**config.mk**
```make
export PLATFORM = sky130hd
export DESIGN_NAME = completion_buffer_q_flat
export DESIGN_NICKNAME = d
export VERILOG_FILES = /design/src/rtl/cb_pkg.sv /design/src/rtl/completion_buffer_q_if.sv /design/src/rtl/cb_pick2.sv /design/src/rtl/completion_buffer_q.sv /design/src/flat_wrapper.sv
export SDC_FILE = /design/constraint.sdc
export NUM_CORES = 1
export LEC_CHECK = 0
export CAP_MARGIN = 25
export CORE_MARGIN = 5
export CORE_UTILIZATION = 48
export DETAILED_ROUTE_END_ITERATION = 8
export GPL_ROUTABILITY_DRIVEN = 0
export HOLD_SLACK_MARGIN = 0.02
export PLACE_DENSITY = 0.77
export SYNTH_ARGS = -nofsm -noshare
export SYNTH_HDL_FRONTEND = slang
export SYNTH_HIERARCHICAL = 1
export SYNTH_SLANG_ARGS = --single-unit
```
**constraint.sdc**
```tcl
create_clock -name clk -period 4.9 [get_ports clk]
set_clock_uncertainty 0.05 [all_clocks]
set_input_delay 0.49 -clock clk [delete_from_list [all_inputs] [get_ports clk]]
set_output_delay 0.49 -clock clk [all_outputs]
set_load 0.005 [all_outputs]
```
**src/rtl/cb_pkg.sv**
```systemverilog
// Shared widths and entry layout for the FU-to-CDB completion buffer.
package cb_pkg;

  localparam int CB_DATA_W = 64;
  localparam int CB_TAG_W  = 6;
  localparam int CB_ITAG_W = 9;
  localparam int CB_NEED_W = 2;

  // Default-width view of one queued instruction result.
  typedef struct packed {
    logic [CB_DATA_W-1:0] out1;
    logic [CB_DATA_W-1:0] out2;
    logic [CB_ITAG_W-1:0] tag;
    logic                 dual;
  } cb_entry_t;

endpackage

```
**src/rtl/completion_buffer_q_if.sv**
```systemverilog
// FU push side and CDB request/grant/drive side of the completion buffer.
interface completion_buffer_q_if
  import cb_pkg::*;
#(
  parameter int DATA_W = CB_DATA_W,
  parameter int TAG_W  = CB_TAG_W,
  parameter int ITAG_W = CB_ITAG_W,
  parameter int NBUS   = 4
);
  logic                   fu_valid;
  logic                   fu_dual;
  logic [DATA_W-1:0]      fu_output1;
  logic [DATA_W-1:0]      fu_output2;
  logic [ITAG_W-1:0]      inst_tag;
  logic                   fu_ready;
  logic                   bus_request;
  logic [CB_NEED_W-1:0]   bus_need;
  logic [NBUS-1:0]        bus_grant;
  logic [NBUS-1:0]        bus_en;
  logic [NBUS-1:0]        bus_sec;
  logic [TAG_W*NBUS-1:0]  bus_tag;
  logic [DATA_W*NBUS-1:0] bus_data;

  modport slave (
    input  fu_valid, fu_dual, fu_output1, fu_output2, inst_tag, bus_grant,
    output fu_ready, bus_request, bus_need, bus_en, bus_sec, bus_tag, bus_data
  );

  modport master (
    output fu_valid, fu_dual, fu_output1, fu_output2, inst_tag, bus_grant,
    input  fu_ready, bus_request, bus_need, bus_en, bus_sec, bus_tag, bus_data
  );
endinterface

```
**src/rtl/cb_pick2.sv**
```systemverilog
// Picks the two lowest granted channels (one-hot) and a popcount saturated at 2.
module cb_pick2 #(
  parameter int NBUS = 4
) (
  input  logic [NBUS-1:0] grant,
  output logic [NBUS-1:0] c0,
  output logic [NBUS-1:0] c1,
  output logic [1:0]      cnt
);
  logic [NBUS-1:0] rest;

  // x & -x isolates the lowest set bit.
  assign c0   = grant & (~grant + NBUS'(1));
  assign rest = grant & ~c0;
  assign c1   = rest & (~rest + NBUS'(1));
  assign cnt  = (c1 != '0) ? 2'd2 : ((c0 != '0) ? 2'd1 : 2'd0);
endmodule

```
**src/rtl/completion_buffer_q.sv**
```systemverilog
// DEPTH-entry FIFO of FU results feeding up to two CDB channels per instruction.
module completion_buffer_q
  import cb_pkg::*;
#(
  parameter int DATA_W = CB_DATA_W,
  parameter int TAG_W  = CB_TAG_W,
  parameter int ITAG_W = CB_ITAG_W,
  parameter int DEPTH  = 4,
  parameter int NBUS   = 4
) (
  input  logic                     clk,
  input  logic                     rst,
  input  logic                     kill,
  completion_buffer_q_if.slave     cb,
  output logic [$clog2(DEPTH):0]   count
);
  localparam int PW = $clog2(DEPTH);
  localparam int CW = PW + 1;

  typedef struct packed {
    logic [DATA_W-1:0] out1;
    logic [DATA_W-1:0] out2;
    logic [ITAG_W-1:0] tag;
    logic              dual;
  } entry_t;

  entry_t          mem [DEPTH];
  entry_t          head;
  logic [PW-1:0]   rd_ptr_reg, wr_ptr_reg;
  logic [CW-1:0]   count_reg, count_next;
  logic            empty, full, push, pop;
  logic [NBUS-1:0] c0, c1;
  logic [1:0]      grant_cnt;

  cb_pick2 #(.NBUS(NBUS)) u_pick (
    .grant (cb.bus_grant),
    .c0    (c0),
    .c1    (c1),
    .cnt   (grant_cnt)
  );

  assign head  = mem[rd_ptr_reg];
  assign empty = (count_reg == '0);
  assign full  = (count_reg == CW'(DEPTH));
  assign count = count_reg;

  assign cb.fu_ready    = !full;
  assign cb.bus_request = !empty;
  assign cb.bus_need    = empty ? 2'd0 : (head.dual ? 2'd2 : 2'd1);

  // A partial grant is never used: the head leaves only when all its channels arrive.
  assign pop  = !kill && !empty && (grant_cnt >= cb.bus_need);
  assign push = cb.fu_valid && !full && !kill;

  always_comb begin
    cb.bus_en  = '0;
    cb.bus_sec = '0;
    if (pop) begin
      cb.bus_en  = c0 | (head.dual ? c1 : '0);
      cb.bus_sec = head.dual ? c1 : '0;
    end
  end

  for (genvar gi = 0; gi < NBUS; gi++) begin : g_chan
    assign cb.bus_tag[gi*TAG_W +: TAG_W] =
      cb.bus_en[gi] ? head.tag[TAG_W-1:0] : '0;
    assign cb.bus_data[gi*DATA_W +: DATA_W] =
      !cb.bus_en[gi] ? '0 : (cb.bus_sec[gi] ? head.out2 : head.out1);
  end

  always_ff @(posedge clk) begin
    if (push) begin
      mem[wr_ptr_reg] <= {cb.fu_output1, cb.fu_output2, cb.inst_tag, cb.fu_dual};
    end
  end

  always_comb begin
    count_next = count_reg;
    case ({push, pop})
      2'b10:   count_next = count_reg + CW'(1);
      2'b01:   count_next = count_reg - CW'(1);
      default: count_next = count_reg;
    endcase
  end

  always_ff @(posedge clk or posedge rst) begin
    if (rst) begin
      rd_ptr_reg <= '0;
      wr_ptr_reg <= '0;
      count_reg  <= '0;
    end else if (kill) begin
      rd_ptr_reg <= '0;
      wr_ptr_reg <= '0;
      count_reg  <= '0;
    end else begin
      if (push) wr_ptr_reg <= wr_ptr_reg + PW'(1);
      if (pop)  rd_ptr_reg <= rd_ptr_reg + PW'(1);
      count_reg <= count_next;
    end
  end
endmodule

```
**src/flat_wrapper.sv**
```systemverilog
// flat-port wrapper written by rule: the top's interface ports become plain ports
module completion_buffer_q_flat import cb_pkg::*;
#(
  parameter int DATA_W = CB_DATA_W,
  parameter int TAG_W  = CB_TAG_W,
  parameter int ITAG_W = CB_ITAG_W,
  parameter int DEPTH  = 4,
  parameter int NBUS   = 4
)
  (clk, rst, kill, count, cb_fu_valid, cb_fu_dual, cb_fu_output1, cb_fu_output2, cb_inst_tag, cb_bus_grant, cb_fu_ready, cb_bus_request, cb_bus_need, cb_bus_en, cb_bus_sec, cb_bus_tag, cb_bus_data);
  completion_buffer_q_if #(.DATA_W(DATA_W), .TAG_W(TAG_W), .ITAG_W(ITAG_W), .NBUS(NBUS)) cb_i ();
  input  logic clk;
  input  logic rst;
  input  logic kill;
  output logic [$clog2(DEPTH):0] count;
  input wire logic [$bits(cb_i.fu_valid)-1:0] cb_fu_valid;
  input wire logic [$bits(cb_i.fu_dual)-1:0] cb_fu_dual;
  input wire logic [$bits(cb_i.fu_output1)-1:0] cb_fu_output1;
  input wire logic [$bits(cb_i.fu_output2)-1:0] cb_fu_output2;
  input wire logic [$bits(cb_i.inst_tag)-1:0] cb_inst_tag;
  input wire logic [$bits(cb_i.bus_grant)-1:0] cb_bus_grant;
  output wire logic [$bits(cb_i.fu_ready)-1:0] cb_fu_ready;
  output wire logic [$bits(cb_i.bus_request)-1:0] cb_bus_request;
  output wire logic [$bits(cb_i.bus_need)-1:0] cb_bus_need;
  output wire logic [$bits(cb_i.bus_en)-1:0] cb_bus_en;
  output wire logic [$bits(cb_i.bus_sec)-1:0] cb_bus_sec;
  output wire logic [$bits(cb_i.bus_tag)-1:0] cb_bus_tag;
  output wire logic [$bits(cb_i.bus_data)-1:0] cb_bus_data;
  assign cb_i.fu_valid = cb_fu_valid;
  assign cb_i.fu_dual = cb_fu_dual;
  assign cb_i.fu_output1 = cb_fu_output1;
  assign cb_i.fu_output2 = cb_fu_output2;
  assign cb_i.inst_tag = cb_inst_tag;
  assign cb_i.bus_grant = cb_bus_grant;
  assign cb_fu_ready = cb_i.fu_ready;
  assign cb_bus_request = cb_i.bus_request;
  assign cb_bus_need = cb_i.bus_need;
  assign cb_bus_en = cb_i.bus_en;
  assign cb_bus_sec = cb_i.bus_sec;
  assign cb_bus_tag = cb_i.bus_tag;
  assign cb_bus_data = cb_i.bus_data;
  completion_buffer_q #(.DATA_W(DATA_W), .TAG_W(TAG_W), .ITAG_W(ITAG_W), .DEPTH(DEPTH), .NBUS(NBUS)) u_core (.clk(clk), .rst(rst), .kill(kill), .cb(cb_i), .count(count));
endmodule
```
**Word level (Yosys, flattened, before mapping)**

Memories as Yosys holds them, arrays and structs flattened.
Index checks and enable logic that the tools add are counted.

- Bitwise operators: 7
- Eq/ne operators: 3
- Magnitude comparators: 1
- Reductions and logical operators: 13
- Add/subtract/negate cells: 6
- Muxes and demuxes: 27

Operators with widths:

| cell | number |
|---|---|
| $mux 64 | 8 |
| $mux 6 | 4 |
| $mux 2 | 7 |
| $and 4x4->4 | 3 |
| $mux 4 | 3 |
| $not 4->4 | 3 |
| $add 4x1->4 const B | 2 |
| $reduce_bool 4->1 | 2 |
| $pmux 3 s2 | 1 |
| $add 2x1->2 const B | 2 |
| $logic_and 1x1->1 | 4 |
| $or 4x4->4 | 1 |
| $reduce_bool 2->1 | 2 |
| $add 3x1->3 const B | 1 |
| $eq 3x3->1 const B | 1 |
| $logic_not 1->1 | 3 |
| $logic_not 3->1 | 1 |
| $mux 1 | 3 |
| $mux 3 | 1 |
| $reduce_bool 3->1 | 1 |
| $sub 3x1->3 const B | 1 |
| $eq 2x1->1 const B | 1 |
| $eq 2x2->1 const B | 1 |
| $ge 2x2->1 | 1 |

- Memories kept: 1
- Bits in registers: 7
- Output and inout bits: 295
- RAM bits: 552
- Input port bits: 146

Memories:

| memory | words | width | rd ports | clocked after Yosys merged registers in | wr ports | line | source |
|---|---|---|---|---|---|---|---|
| u_core.mem | 4 | 138 | 1 | 0 | 1 | completion_buffer_q.sv:27 | `entry_t mem [DEPTH];` |

**Longest topological paths before layout**

Gate-level depths: netlist (run 1).

- Depth after elaboration: 15
- Mapped depth: 14
- Mapped depth without buffers: 12

**Hierarchy**

The synthesis (run 1) kept the hierarchy.

By module, submodules not included:

| module | cells an instance | sequential area each (um2) | area each (um2) | times used |
|---|---|---|---|---|
| completion_buffer_q | 1611 | 16390.7 | 24569.8 | 1 |
| cb_pick2 | 22 | 0.0 | 162.7 | 1 |

**Least setup slack after synthesis (run 1)**

OpenSTA, ideal clock, no wires.

- Path kind: register to register
- Start point: register u_core.count_reg[0], in the netlist u_core/count[0]
- End point: memory u_core/mem[0][0] in the netlist's numbering, enable pin
- Stages on the path, launching flop included: 6
- Setup time: 0.511 ns
- Path slack: 0.215 ns
- Period minus slack after synthesis: 4.685 ns
- Required time: 4.339 ns
- Path buffers: 0
- Data arrival time: 4.124 ns
- Path through: dfrtp_1 -> nor2_1 -> nand2_1 -> nand2_1 -> nor2_1 -> and2_1

- Cells in the longest elaborated chain, start to end: 6

RTL lines:

| what | line | source |
|---|---|---|
| start: declaration | completion_buffer_q.sv:30 | `logic [CW-1:0] count_reg, count_next;` |
| start signal: assignment | completion_buffer_q.sv:98 | `count_reg <= count_next;` |
| $eq 3x3->1 | completion_buffer_q.sv:44 | `assign full = (count_reg == CW'(DEPTH));` |
| $logic_not 1->1 | n/a |  |
| via cb_fu_ready | flat_wrapper.sv:22 | `output wire logic [$bits(cb_i.fu_ready)-1:0] cb_fu_ready;` |
| $logic_and 1x1->1 (2 in a row) | completion_buffer_q.sv:53 | `assign push = cb.fu_valid && !full && !kill;` |
| $mux 1 | completion_buffer_q.sv:72 | `if (push) begin` |
| $mux 1 (not written as such) | completion_buffer_q.sv:73 | `mem[wr_ptr_reg] <= {cb.fu_output1, cb.fu_output2, cb.inst_tag, cb.fu_dual};` |
| end: declaration | completion_buffer_q.sv:27 |  |

The timed path passes the listed nets, and every way through them passes these cells.

**Worst setup path in the final report (run 1)**

- Start point: input port cb_bus_grant[1]
- End point: output port cb_bus_data[229]

- Cells in the longest elaborated chain, start to end: 15

RTL lines:

| what | line | source |
|---|---|---|
| start: declaration | flat_wrapper.sv:21 | `input wire logic [$bits(cb_i.bus_grant)-1:0] cb_bus_grant;` |
| $not 4->4 | cb_pick2.sv:13 | `assign c0 = grant & (~grant + NBUS'(1));` |
| $add 4x1->4 | cb_pick2.sv:13 |  |
| $and 4x4->4 | cb_pick2.sv:13 |  |
| $not 4->4 | cb_pick2.sv:14 | `assign rest = grant & ~c0;` |
| $and 4x4->4 | cb_pick2.sv:14 |  |
| $not 4->4 | cb_pick2.sv:15 | `assign c1 = rest & (~rest + NBUS'(1));` |
| $add 4x1->4 | cb_pick2.sv:15 |  |
| $and 4x4->4 | cb_pick2.sv:15 |  |
| $reduce_bool 4->1 | cb_pick2.sv:16 | `assign cnt = (c1 != '0) ? 2'd2 : ((c0 != '0) ? 2'd1 : 2'd0);` |
| $mux 2 (*) | cb_pick2.sv:16 |  |
| via u_core.grant_cnt[0] | completion_buffer_q.sv:33 | `logic [1:0] grant_cnt;` |
| $ge 2x2->1 (*) | completion_buffer_q.sv:52 | `assign pop = !kill && !empty && (grant_cnt >= cb.bus_need);` |
| $logic_and 1x1->1 (*) | completion_buffer_q.sv:52 |  |
| $mux 4 | completion_buffer_q.sv:58 | `if (pop) begin` |
| $mux 64 | completion_buffer_q.sv:68 | `!cb.bus_en[gi] ? '0 : (cb.bus_sec[gi] ? head.out2 : head.out1);` |
| $mux 64 (*) | completion_buffer_q.sv:68 |  |
| end: declaration | flat_wrapper.sv:28 | `output wire logic [$bits(cb_i.bus_data)-1:0] cb_bus_data;` |

The timed path passes the listed nets; every way through them passes the cells marked *.

==> results of run 1 <==
-- power groups by stage --
stage | Clock [mW] | Combinational [mW] | Sequential (mW)
4_1_cts | 4.03 | 3.73 | 5.54
2_1_floorplan | 0 | 2.21 | 5.65
3_3_place_gp | 0 | 3.63 | 5.61
6_report | 3.94 | 3.74 | 5.54
5_1_grt | 4.24 | 4.02 | 5.55
3_5_place_dp | 0 | 3.70 | 5.64
-- layer usage --
metal | wire length, um | track usage (%)
met1 | 23600 | 26.8
met2 | 31000 | 36.0
met3 | 4860 | 4.29
met4 | 1440 | 6.37
met5 | 54 | 0
-- cells in the final DEF (no fill, tap or decap), drive strengths merged, types with 3 or more instances in the layout --
cell	instances
dfrtp	7
nand3	3
nand2	333
diode	8
o21ai	66
clkdlybuf4s50	436
mux2i	65
nor2	10
o31ai	256
clkinvlp	4
nor4	4
inv	10
mux2	65
edfxtp	540
mux4	71
clkbuf	74
buf	40
xnor2	3
nand2b	3
and2	7
bufinv	3
a21oi	7
nor4b	3
nor2b	26
ha	6
clkinv	15
-- logic make-up after synthesis --
group | count (synthesis) | synth area share [%]
xor+xnor | 5 | 0.177
simple gates | 395 | 6.90
other cells | 1 | 0.0152
buf+inv | 141 | 3.48
mux | 201 | 12.1
compound gates | 336 | 10.7
fa+ha+maj | 7 | 0.384
flops | 547 | 66.3
-- layout make-up --
type / count / share of cell area, %
Sequential cell: 547 / 52.2
Tap cell: 680 / 2.71
Antenna cell: 8 / 0.0637
Inverter: 10 / 0.120
Clock inverter: 22 / 0.610
Clock buffer: 74 / 4.84
Multi-Input combinational cell: 945 / 23.9
Timing Repair Buffer: 476 / 15.5
-- metrics by stage --
stage	cell area (sq um)	hold slack [ns]	setup slack, ns
after floorplan	24700	0.243	0.215
after global placement	29700	0.504	0.327
after detailed placement	29700	0.518	0.264
after CTS	31400	0.132	0.193
after global routing	31400	0.183	0.0818
final	31400	0.161	0.217
-- worst register-to-register path: stages (launching register included) --
cell and delay (ns):
dfrtp_4 0.43, mux4_2 0.59, nor2_1 0.17, ha_1 0.24, nand2b_1 0.15, a21oi_2 0.29
nor3_4 0.16, and2_1 0.20, fa_1 0.42, or3_1 0.39, a21o_1 0.17, a221oi_1 0.25
-- final timing paths --
path / to / from
hold reg to reg: u_core/wr_ptr_reg[1] / u_core/wr_ptr_reg[1]
hold / removal: u_core/count[0] / rst
max in group asynchronous: u_core/rd_ptr_reg[1] / rst
min in group clk: u_core/mem[0][76] / cb_fu_output1[2]
setup reg to reg: u_core/count[2] / u_core/rd_ptr_reg[0]
setup / recovery: cb_bus_data[229] / cb_bus_grant[1]
==> flow_summary.json, run 1 <==
{
  "status": "complete, but fails checks",
  "violations": "max-slew violations",
  "worst-path-max-fanout": 34,
  "largest_reg_flops": 540,
  "ys_ff_latch": 547,
  "gr-total-overflow": 0,
  "p_leak_nw": 9.71,
  "clk_pin_slew_worst_paths_ns": 0.06,
  "initial_core_util_pct": 48.3,
  "cp.buffers_inverters": 4,
  "cp.depth": 12,
  "grt_pass1_vias": 15715,
  "cts_resized": 0,
  "fin_util_pct": 61.3,
  "avgSynthCellArea_sq_um": 15.1,
  "netlist.area_leader.share_pct": 65.6,
  "cts_max_level": 2,
  "final_cells": 2762,
  "worst_setup_path_end_kind": "output pin",
  "post_cts_buffers": 0,
  "synthArstFlopShare_pct": 1.28,
  "synthFlopType": "edfxtp_1",
  "yosys-top-cells-count": "540 x edfxtp_1, 329 x nand2_1, 196 x o31ai_1",
  "placed_cells": 2658,
  "die_area_sq_mm": 0.0562,
  "fmax_mhz": 214,
  "critPathKind": "in2out",
  "max_stage_delay_ns": 0.60,
  "clock-root-buffer": "clkbuf_16",
  "drt-total-wl_mm": 60.9,
  "yosysSeqAreaShare_pct": 66.3,
  "netSwitchingPower_mw": 3.80,
  "critPathSlowestCell": "clkdlybuf4s50_1",
  "io_pins": 441,
  "ir_drop_v": 0.000305,
  "max_cap_violations": 0,
  "finalCriticalPeriod_ns": 4.68,
  "grt_pass1_wl_mm": 92.2,
  "synthMostInstantiatedCell": "edfxtp_1",
  "yosys-top-cells-area": "edfxtp_1 66%, mux4_2 6.5%, o31ai_1 5.9%, nand2_1 5.0%, o31ai_2 3.0%",
  "netlist_area_sq_mm": 0.0247,
  "p_clk_share_pct": 29.8,
  "crit_top_cell": "clkdlybuf4s50_1",
  "grtUsageTotal_pct": 20.9,
  "initialDrtViolationCount": 1348,
  "fin_crit_sh_pct": 95.6,
  "nets": 2187,
  "startpoint_type": "primary input",
  "relSlewSlack_pct": -677,
  "seq_power_share_pct": 41.9,
  "final_layout_size_suffix_gt1_share_pct": 15.9,
  "synth_edf_count": 540,
  "grt_max_degree": 134,
  "post_drt_wl_per_cell_um": 22.1,
  "arrival_ns": 4.14,
  "antenna_found_initial": 11,
  "seq_area_sq_mm": 0.0164,
  "clockBufferDepth": 3,
  "power_mw": 13.2,
  "cpLargestDelayFamily": "buffers and inverters",
  "slew_violations": 130,
  "grt_setup_unrepaired": "no",
  "vias_per_cell": 5.70,
  "ant_nets": 0,
  "synth_nets": 1786,
  "cts_hold_buf": 0,
  "dpl.hpwl_mm": 39.0,
  "setup_violations": 0,
  "critPathRequiredTime_ns": 4.36,
  "num_rows": 83,
  "p_int_mw": 9.41,
  "syn_to_final_growth_pct": 27.0,
  "yosys_warnings": 6,
  "drc_errors": 0,
  "cts_tree": "built",
  "fin_setup_tns_ns": 0,
  "die_h_um": 237,
  "tightest_slew_ns": 11.56,
  "yosys.area.top_type": "edfxtp_1",
  "synthCells": 1633,
  "switching_share_pct": 28.8,
  "synthDistinctLibCells": 42,
  "multi_input_area_sq_mm": 0.00751,
  "hold_viol": 0,
  "vias": 15731,
  "power.density_mw_per_mm2": 421,
  "cp_cell_sequence": "clkdlybuf4s50_1 > nor4b_1 > a211o_1 > inv_1 > ha_1 > nand2b_1 > a21oi_2 > nor3_4 > nand2_4 > buf_4 > o31ai_2 > clkdlybuf4s50_1",
  "die_w_um": 237,
  "core_sq_mm": 0.0512,
  "fill_cells": 3719,
  "cts.sinks": 547,
  "r2r_slack_ns": 1.26,
  "reg2regPathDepth": 11,
  "clk_latency_ns": 0.58,
  "pwr-share-comb_pct": 28.3,
  "cts_buffers": 54,
  "drtPass1Iterations": 5,
  "min_path_type": "in2async",
  "io_buffer_count": 436
}
Power figures use the tool's default switching activity.
==> run 2: changes to the inputs <==
CAP_MARGIN = not set   (was 25)
==> results of run 2 <==
Same layout as run 1: the final DEF is identical, and so are final timing and power.
==> run 3: changes to the inputs <==
--- a/config.mk
+++ b/config.mk
@@ -9,5 +9,4 @@
 export CORE_UTILIZATION = 48
 export DETAILED_ROUTE_END_ITERATION = 8
-export GPL_ROUTABILITY_DRIVEN = 0
 export HOLD_SLACK_MARGIN = 0.02
 export PLACE_DENSITY = 0.77
==> constraint.sdc (replaced) <==
create_clock -name clk -period 4.9 [get_ports clk]
set_clock_uncertainty 0.05 [all_clocks]
set_input_delay 0.98 -clock clk [delete_from_list [all_inputs] [get_ports clk]]
set_output_delay 0.98 -clock clk [all_outputs]
set_load 0.005 [all_outputs]
==> flow_summary.json, run 3 (same netlist as run 1, synthesis figures left out) <==
{
  "status": "complete, but fails checks",
  "violations": "max-slew violations",
  "max_stage_delay_ns": 0.58,
  "power.density_mw_per_mm2": 418,
  "io_pins": 441,
  "slew_violations": 130,
  "worst_setup_path_end_kind": "output pin",
  "switching_share_pct": 29.1,
  "hold_viol": 0,
  "initial_core_util_pct": 48.3,
  "final_common_cell": "edfxtp_1",
  "fin_util_pct": 64.5,
  "fill_cells": 3524,
  "grt_pass1_wl_mm": 95.0,
  "cts.sinks": 547,
  "die_area_sq_mm": 0.0562,
  "placed_cells": 2716,
  "p_leak_nw": 13.0,
  "clock-root-buffer": "clkbuf_16",
  "num_rows": 83,
  "pwr-share-comb_pct": 29.3,
  "grt_pass1_vias": 16379,
  "fin_crit_sh_pct": 99.3,
  "place.gp.congestion": 0.815,
  "cts_buffers": 53,
  "clk_latency_ns": 0.59,
  "final_cells": 2833,
  "max_cap_violations": 0,
  "crit_top_cell": "buf_12",
  "grt_max_degree": 145,
  "vias_per_cell": 5.81,
  "clk_pin_slew_worst_paths_ns": 0.07,
  "post_drt_wl_per_cell_um": 22.9,
  "vias": 16473,
  "pre_cts_slack_ns": -0.437,
  "fin_setup_tns_ns": 0,
  "cp.buffers_inverters": 7,
  "tightest_slew_ns": 11.88,
  "cts_tree": "built",
  "timing.final.ws_setup_ns": 0.0349,
  "drtPass1Iterations": 7,
  "die_w_um": 237,
  "relSlewSlack_pct": -699,
  "drc_errors": 0,
  "p_clk_share_pct": 30.5,
  "gr-total-overflow": 0,
  "startpoint_type": "primary input",
  "largest_reg_flops": 540,
  "setup_violations": 0,
  "critPathKind": "in2out",
  "cpLargestDelayFamily": "buffers and inverters",
  "die_h_um": 237,
  "ir_drop_v": 0.000325,
  "ant_nets": 0,
  "cp_cell_sequence": "dlygate4sd2_1 > xor2_1 > a211o_1 > inv_1 > ha_1 > nand2b_4 > a21oi_4 > buf_12 > nor4_4 > buf_12 > buf_12 > buf_4 > o31ai_1 > clkdlybuf4s50_1",
  "io_buffer_count": 436,
  "arrival_ns": 3.84,
  "seq_power_share_pct": 40.2,
  "min_path_type": "reg2reg",
  "grtUsageTotal_pct": 21.6,
  "p_int_mw": 9.77,
  "clockBufferDepth": 3,
  "critPathRequiredTime_ns": 3.87,
  "nets": 2261,
  "netSwitchingPower_mw": 4.02,
  "final_layout_size_suffix_gt1_share_pct": 21.6,
  "worst-path-max-fanout": 16,
  "syn_to_final_growth_pct": 33.5,
  "critPathSlowestCell": "clkdlybuf4s50_1",
  "cts_max_level": 2,
  "initialDrtViolationCount": 1483,
  "fmax_mhz": 206,
  "finalCriticalPeriod_ns": 4.87,
  "dpl.hpwl_mm": 40.1,
  "core_sq_mm": 0.0512,
  "antenna_found_initial": 5,
  "drt-total-wl_mm": 64.8,
  "power_mw": 13.8,
  "final_cell_mix": "540 x edfxtp_1, 329 x nand2_1, 256 x clkdlybuf4s50_1"
}
-- run 3: cell types whose count changed in the layout (fill, tap and decap cells not counted), moves of 6 or more --
| cell | change |
|---|---|
| clkdlybuf4s50_1 | -180 |
| dlymetal6s2s_1 | +123 |
| dlygate4sd2_1 | +56 |
| o31ai_1 | -48 |
| buf_4 | +45 |
| o31ai_2 | +45 |
| buf_12 | +18 |
| clkbuf_1 | -10 |
| o21ai_0 | -8 |
| o21ai_1 | +8 |
| bufinv_16 | +6 |
-- run 3: per-stage QoR --
step           instance area [sq um]  hold WS [ns]
6_report                       33000         0.539
3_5_place_dp                   30300         0.526
5_1_grt                        33000         0.595
4_1_cts                        32400         0.536
2_1_floorplan                  24700         0.493
3_3_place_gp                   30300         0.505
-- run 3: final cells by class --
class                   instances  area [sq um]  share of cell area, %
flip-flops and latches        547         16400                   49.7
multi-input cells             945          7810                   23.7
repair buffers                551          6090                   18.4
well taps                     680           851                   2.58
clock inverters                38           435                   1.32
diodes                          3          7.51                 0.0227
clock buffers                  59          1390                   4.21
inverters                      10          37.5                  0.114
-- run 3: worst paths after layout --
kind                                 startpoint                   end  slack (ns)  depth (start not counted)
max                             cb_bus_grant[3]      cb_bus_data[112]        0.03                         14
min                        u_core/wr_ptr_reg[1]  u_core/wr_ptr_reg[1]        0.54                          2
max reg2reg                u_core/rd_ptr_reg[0]       u_core/count[2]        1.12                         14
min reg2reg                u_core/wr_ptr_reg[1]  u_core/wr_ptr_reg[1]        0.54                          2
max in group asynchronous                   rst  u_core/rd_ptr_reg[1]        3.91                          2
min in group asynchronous                   rst  u_core/wr_ptr_reg[0]        0.64                          2
-- run 3: repair_timing --
item,in CTS,in global routing
cloned,4,2
endpoints found under the setup margin,287,224
hold buffers,0,0
setup buffers,10,1
pin swaps,5,0
resized for setup,83,174
-- run 3: power groups by stage --
stage | Sequential, mW | Combinational [mW] | Clock [mW]
after floorplan | 5.62 | 2.21 | 0
after global placement | 5.61 | 3.74 | 0
after detailed placement | 5.64 | 3.82 | 0
after CTS | 5.54 | 3.94 | 4.29
after global routing | 5.56 | 4.33 | 4.48
final | 5.54 | 4.04 | 4.21
-- run 3: tightest hold or removal path, cell delays in order (launching register included) --
cell and delay (ns):
dfrtp_1 0.41, nand2_1 0.08, a21oi_1 0.06
-- run 3: layer usage --
| layer | up-vias | global-route usage (%) | share of wire (%) |
|---|---|---|---|
| met5 | - | 0 | 0.032 |
| met4 | 4 | 6.87 | 2.7 |
| met3 | 125 | 5.16 | 8.4 |
| met2 | 814 | 36.2 | 50 |
| met1 | 8191 | 28.2 | 39 |
| li1 | 7339 | - | - |
